**config.mk**
```make
export PLATFORM = sky130hd
export DESIGN_NAME = branch_predictor
export DESIGN_NICKNAME = d
export VERILOG_FILES = /design/src/rtl/bp_pkg.sv /design/src/rtl/bp_sat_cnt.sv /design/src/rtl/branch_predictor.sv
export SDC_FILE = /design/constraint.sdc
export NUM_CORES = 1
export LEC_CHECK = 0
export BUFFER_PORTS_ARGS = -buffer_cell sky130_fd_sc_hd__buf_4
export CORE_MARGIN = 4
export CORE_UTILIZATION = 55
export DETAILED_ROUTE_END_ITERATION = 12
export PLACE_DENSITY = 0.73
export SETUP_SLACK_MARGIN = 0.5
export SYNTH_ARGS = -nofsm -noshare
export SYNTH_HDL_FRONTEND = slang
export SYNTH_SLANG_ARGS = --single-unit
export TNS_END_PERCENT = 50
```
**constraint.sdc**
```tcl
create_clock -name clk -period 22.2 [get_ports clk]
set_clock_uncertainty 0.1 [all_clocks]
set_input_delay 6.66 -clock clk [delete_from_list [all_inputs] [get_ports clk]]
set_output_delay 6.66 -clock clk [all_outputs]
set_load 0.03 [all_outputs]
```
**src/rtl/bp_pkg.sv**
```systemverilog
// Shared types and sizing for the direct-mapped branch predictor.
// Counter encodings, default table size and the tag-width helper.
package bp_pkg;

    typedef enum logic [1:0] {
        SNT = 2'b00,
        WNT = 2'b01,
        WT  = 2'b10,
        ST  = 2'b11
    } cnt_e;

    localparam int DEF_IDX_BITS = 4;

    function automatic int tag_bits(input int pc_bits, input int idx_bits);
        return pc_bits - idx_bits;
    endfunction

endpackage

```
**src/rtl/bp_sat_cnt.sv**
```systemverilog
// Two-bit saturating counter next-state function.
import bp_pkg::*;

module bp_sat_cnt (
    input  cnt_e cnt_i,
    input  logic taken_i,
    output cnt_e cnt_o
);

    always_comb begin
        cnt_o = cnt_i;
        if (taken_i) begin
            if (cnt_i != ST) cnt_o = cnt_e'(cnt_i + 2'd1);
        end else begin
            if (cnt_i != SNT) cnt_o = cnt_e'(cnt_i - 2'd1);
        end
    end

endmodule

```
**src/rtl/branch_predictor.sv**
```systemverilog
// Direct-mapped branch target buffer with 2-bit direction counters.
// Lookup is combinational from registered state; updates land on the clock edge.
import bp_pkg::*;

module branch_predictor #(
    parameter int XLEN     = 32,
    parameter int PC_BITS  = 12,
    parameter int IDX_BITS = DEF_IDX_BITS
) (
    input  logic                clk,
    input  logic                rst,
    input  logic [PC_BITS-1:0]  F_pc,
    output logic                F_BP_taken,
    output logic [PC_BITS-1:0]  F_BP_target_pc,
    input  logic                EX_brn,
    input  logic [PC_BITS-1:0]  EX_pc,
    input  logic                EX_true_taken,
    input  logic [XLEN-1:0]     EX_alu_out,
    input  logic                EX_taken,
    output logic [31:0]         BP_n_branches,
    output logic [31:0]         BP_n_mispredicts
);

    localparam int TAG_W   = tag_bits(PC_BITS, IDX_BITS);
    localparam int ENTRIES = 1 << IDX_BITS;

    logic               valid_q [ENTRIES];
    logic [TAG_W-1:0]   tag_q   [ENTRIES];
    logic [PC_BITS-1:0] tgt_q   [ENTRIES];
    cnt_e               cnt_q   [ENTRIES];

    logic               valid_d [ENTRIES];
    logic [TAG_W-1:0]   tag_d   [ENTRIES];
    logic [PC_BITS-1:0] tgt_d   [ENTRIES];
    cnt_e               cnt_d   [ENTRIES];

    logic [31:0] n_br_q, n_br_d;
    logic [31:0] n_mis_q, n_mis_d;

    logic [IDX_BITS-1:0] f_idx, ex_idx;
    logic [TAG_W-1:0]    f_tag, ex_tag;
    logic                f_hit, ex_hit;
    cnt_e                cnt_upd;

    // Only the low PC_BITS of the resolved target are stored.
    logic unused_alu;
    assign unused_alu = ^EX_alu_out;

    assign f_idx  = F_pc[IDX_BITS-1:0];
    assign f_tag  = F_pc[PC_BITS-1:IDX_BITS];
    assign ex_idx = EX_pc[IDX_BITS-1:0];
    assign ex_tag = EX_pc[PC_BITS-1:IDX_BITS];

    assign f_hit  = valid_q[f_idx] && (tag_q[f_idx] == f_tag);
    assign ex_hit = valid_q[ex_idx] && (tag_q[ex_idx] == ex_tag);

    assign F_BP_taken     = f_hit && cnt_q[f_idx][1];
    assign F_BP_target_pc = F_BP_taken ? tgt_q[f_idx] : F_pc + PC_BITS'(1);

    bp_sat_cnt u_sat_cnt (
        .cnt_i   (cnt_q[ex_idx]),
        .taken_i (EX_true_taken),
        .cnt_o   (cnt_upd)
    );

    always_comb begin
        valid_d = valid_q;
        tag_d   = tag_q;
        tgt_d   = tgt_q;
        cnt_d   = cnt_q;
        n_br_d  = n_br_q;
        n_mis_d = n_mis_q;
        if (EX_brn) begin
            n_br_d = n_br_q + 32'd1;
            if (EX_taken) n_mis_d = n_mis_q + 32'd1;
            if (ex_hit) begin
                cnt_d[ex_idx] = cnt_upd;
                if (EX_true_taken) tgt_d[ex_idx] = EX_alu_out[PC_BITS-1:0];
            end else if (EX_true_taken) begin
                valid_d[ex_idx] = 1'b1;
                tag_d[ex_idx]   = ex_tag;
                tgt_d[ex_idx]   = EX_alu_out[PC_BITS-1:0];
                cnt_d[ex_idx]   = WT;
            end
        end
    end

    always_ff @(posedge clk or posedge rst) begin
        if (rst) begin
            for (int i = 0; i < ENTRIES; i++) begin
                valid_q[i] <= 1'b0;
                tag_q[i]   <= '0;
                tgt_q[i]   <= '0;
                cnt_q[i]   <= WNT;
            end
            n_br_q  <= '0;
            n_mis_q <= '0;
        end else begin
            valid_q <= valid_d;
            tag_q   <= tag_d;
            tgt_q   <= tgt_d;
            cnt_q   <= cnt_d;
            n_br_q  <= n_br_d;
            n_mis_q <= n_mis_d;
        end
    end

    assign BP_n_branches    = n_br_q;
    assign BP_n_mispredicts = n_mis_q;

endmodule
```
==> qor.csv <==
metric;value;unit
Synth Area per Inst;14.3;sq um
vias in the first global route;13600;
final setup violation count;0;
final worst path period need;17830;ps
Place WS;4350;ps
crit path max fanout;55;
Worst-Margin Slew;1100;ps
port buffer count;117;
Total Wirelength;52400;um
chip height;206;um
vias;13400;
Clock transition at path regs;60;ps
final instance area;0.0243;sq mm
crit end category;output port;
Post-synth EDFFs;0;
Die Wd;206;um
CTS Root Cell;clkbuf_16;
number of routed nets with antenna violations;0;
first-pass iteration count of the detailed router;6;
register area share after synthesis;50.4;%
Finished Core Util;63.0;%
Yosys cell types;54;
Core ar.;0.0386;sq mm
Pins Over Slew Limit;0;
Syn Std Cell Area;0.0215;sq mm
Tcrit/Tclk final;80.3;%
Synth top area share;48.4;%
critical path arrival;11070;ps
total power;2.19;mW
RSZ-0062 raised after global routing;no;
Placed Cells;2062;
relative slew slack;26.0;%
placed cell areas;0.0228;sq mm
Startpoint Class;primary input;
Hold Path Class;reg -> reg;
FMAX;0.0561;GHz
Non-Filler Instances;2145;
DP HPWL;31300;um
num ports;138;
kind of critical path;in -> out;
largest net degree at the start of global routing;162;
Cell Pwr Density;89.9;mW/mm^2
CTS tree;built;
Top FF cell, synth;dfrtp_1;
FP Rows;72;
CTS Sinks;432;
clock buffer count from CTS;46;
grt ovf;0;
CP required;15440;ps
deepest clock path buffer count;3;
Peak VDD IR;57.2;uV
setup ws final;4370;ps
Clock Latency Late Sink;580;ps
first-pass GRT wire length;81400;um
drt via density;6.23;
H-tree depth;2;
Yosys warning count;0;
gpl congestion;0.824;
CTS resizes;0;
area grow syn2layout;13.2;%
Inserted Diodes;0;
status;finished clean;
Initial Utilization;55.6;%
Iteration-0 DRC Markers;952;
setup bufs post-CTS;0;
Syn Nets;1568;
initial antenna violation count;0;
top cells by area, synth;dfrtp_1 48%, mux4_2 14%, mux2_1 12%;
fraction of registers with async set/reset;100;%
Mapped Cells;1504;
Yosys top cell by area;dfrtp_1;
Tot GR Track Use;25.2;%
hold_buf cts;0;
Die ar.;0.0423;sq mm
final hold violation count;0;
Synth Register Bits;432;
leakage power;10.9;nW
max_cap viols;0;
share of cells above drive strength 1;31.3;%
DRC errors left;0;
hold slack;364;ps
DR WL/cell;24.4;um
NumNets Final;1656;
Post-Route Setup TNS;0;ps
[synthesized netlist by cell type, types with 3 or more instances]
| library cell | count |
|---|---|
| xor2_1 | 32 |
| and3_1 | 15 |
| nand4_1 | 29 |
| nand2_1 | 55 |
| a31oi_1 | 5 |
| buf_2 | 24 |
| buf_1 | 9 |
| a22oi_1 | 5 |
| o21ai_1 | 6 |
| o2111ai_1 | 6 |
| nor3_1 | 5 |
| a21boi_2 | 12 |
| mux2_1 | 231 |
| a21bo_1 | 6 |
| xnor2_1 | 57 |
| ha_1 | 3 |
| a21oi_2 | 4 |
| and2_1 | 7 |
| nor4_1 | 3 |
| nand2b_1 | 4 |
| dfstp_2 | 16 |
| mux2_2 | 109 |
| and4_1 | 14 |
| a31o_1 | 3 |
| buf_4 | 9 |
| nand3_1 | 50 |
| inv_2 | 3 |
| nor2b_1 | 15 |
| a21oi_1 | 11 |
| mux2i_1 | 38 |
| clkbuf_1 | 56 |
| nor2_1 | 54 |
| inv_1 | 11 |
| mux4_2 | 137 |
| or2_1 | 16 |
| dfrtp_1 | 416 |
[logic make-up after synthesis]
family | count (synthesis) | synth area share [%]
DFF | 432 | 50.4
and+or+nand+nor | 274 | 6.58
xor gates and xnor gates | 89 | 3.63
muxes | 515 | 33.9
adders and majority gates | 5 | 0.268
AOI/OAI and AO/OA | 74 | 2.81
buffers and inverters | 115 | 2.38
[flip-flops by register name, summed over array words and instances (netlist names)]
register          cells
tgt_q               192
valid_q              16
BP_n_branches        32
BP_n_mispredicts     32
cnt_q                32
tag_q               128
[final timing paths]
check	cells after the start	slack [ps]	from	end
min in group asynchronous	2	6180	rst	tag_q[76]
worst min register to register	2	360	cnt_q[30]	cnt_q[30]
max in group asynchronous	4	13710	rst	tgt_q[147]
worst min-delay path	2	360	cnt_q[30]	cnt_q[30]
worst max-delay path	10	4370	F_pc[0]	F_BP_target_pc[1]
worst max register to register	8	18590	tag_q[7]	tag_q[18]
[layer usage]
layer | part of all wire (%) | vias to the layer above | GRT usage, %
li1 | - | 5775 | -
met1 | 42 | 7091 | 35.1
met2 | 49 | 424 | 40.8
met3 | 6.8 | 83 | 5.72
met4 | 2.3 | 0 | 6.32
met5 | 0 | - | 0
[placed cells by master (no fill, tap or decap), drive strengths merged, types with 6 or more instances in the layout]
| cell type | count |
|---|---|
| nand2 | 55 |
| mux4 | 137 |
| dfrtp | 416 |
| inv | 16 |
| a21oi | 15 |
| or2 | 18 |
| and2 | 7 |
| o21ai | 8 |
| buf | 140 |
| mux2i | 38 |
| nand3 | 50 |
| nand4 | 29 |
| nor2 | 54 |
| nor2b | 15 |
| clkbuf | 69 |
| xor2 | 32 |
| xnor2 | 57 |
| clkinv | 9 |
| mux2 | 340 |
| and3 | 15 |
| a21boi | 12 |
| dfstp | 16 |
| a21bo | 6 |
| o2111ai | 6 |
| and4 | 14 |
[layout make-up]
cell class / count / area [sq um]
clock inverter: 14 / 166
tap: 518 / 648
multi-input combinational: 957 / 10200
sequential: 432 / 10800
clock buffer: 69 / 1360
timing repair buffer: 140 / 1070
fill: 2821 / 14300
inverter: 15 / 63.8
[where the power goes]
| part | total (mW) | switching (mW) | internal, mW |
|---|---|---|---|
| sequential | 1.02 | 0.0937 | 0.926 |
| clock | 0.776 | 0.317 | 0.459 |
| combinational | 0.391 | 0.177 | 0.214 |
| total | 2.19 | 0.588 | 1.60 |
[critical path, stage by stage]
cell and delay, ps:
buf_6 550, buf_4 730, mux4_2 600, mux2i_1 150, mux2i_1 200, xor2_1 210, nor4_1 310, nand4_1 790
mux2_1 670, buf_4 190
Power figures use the tool's default switching activity.
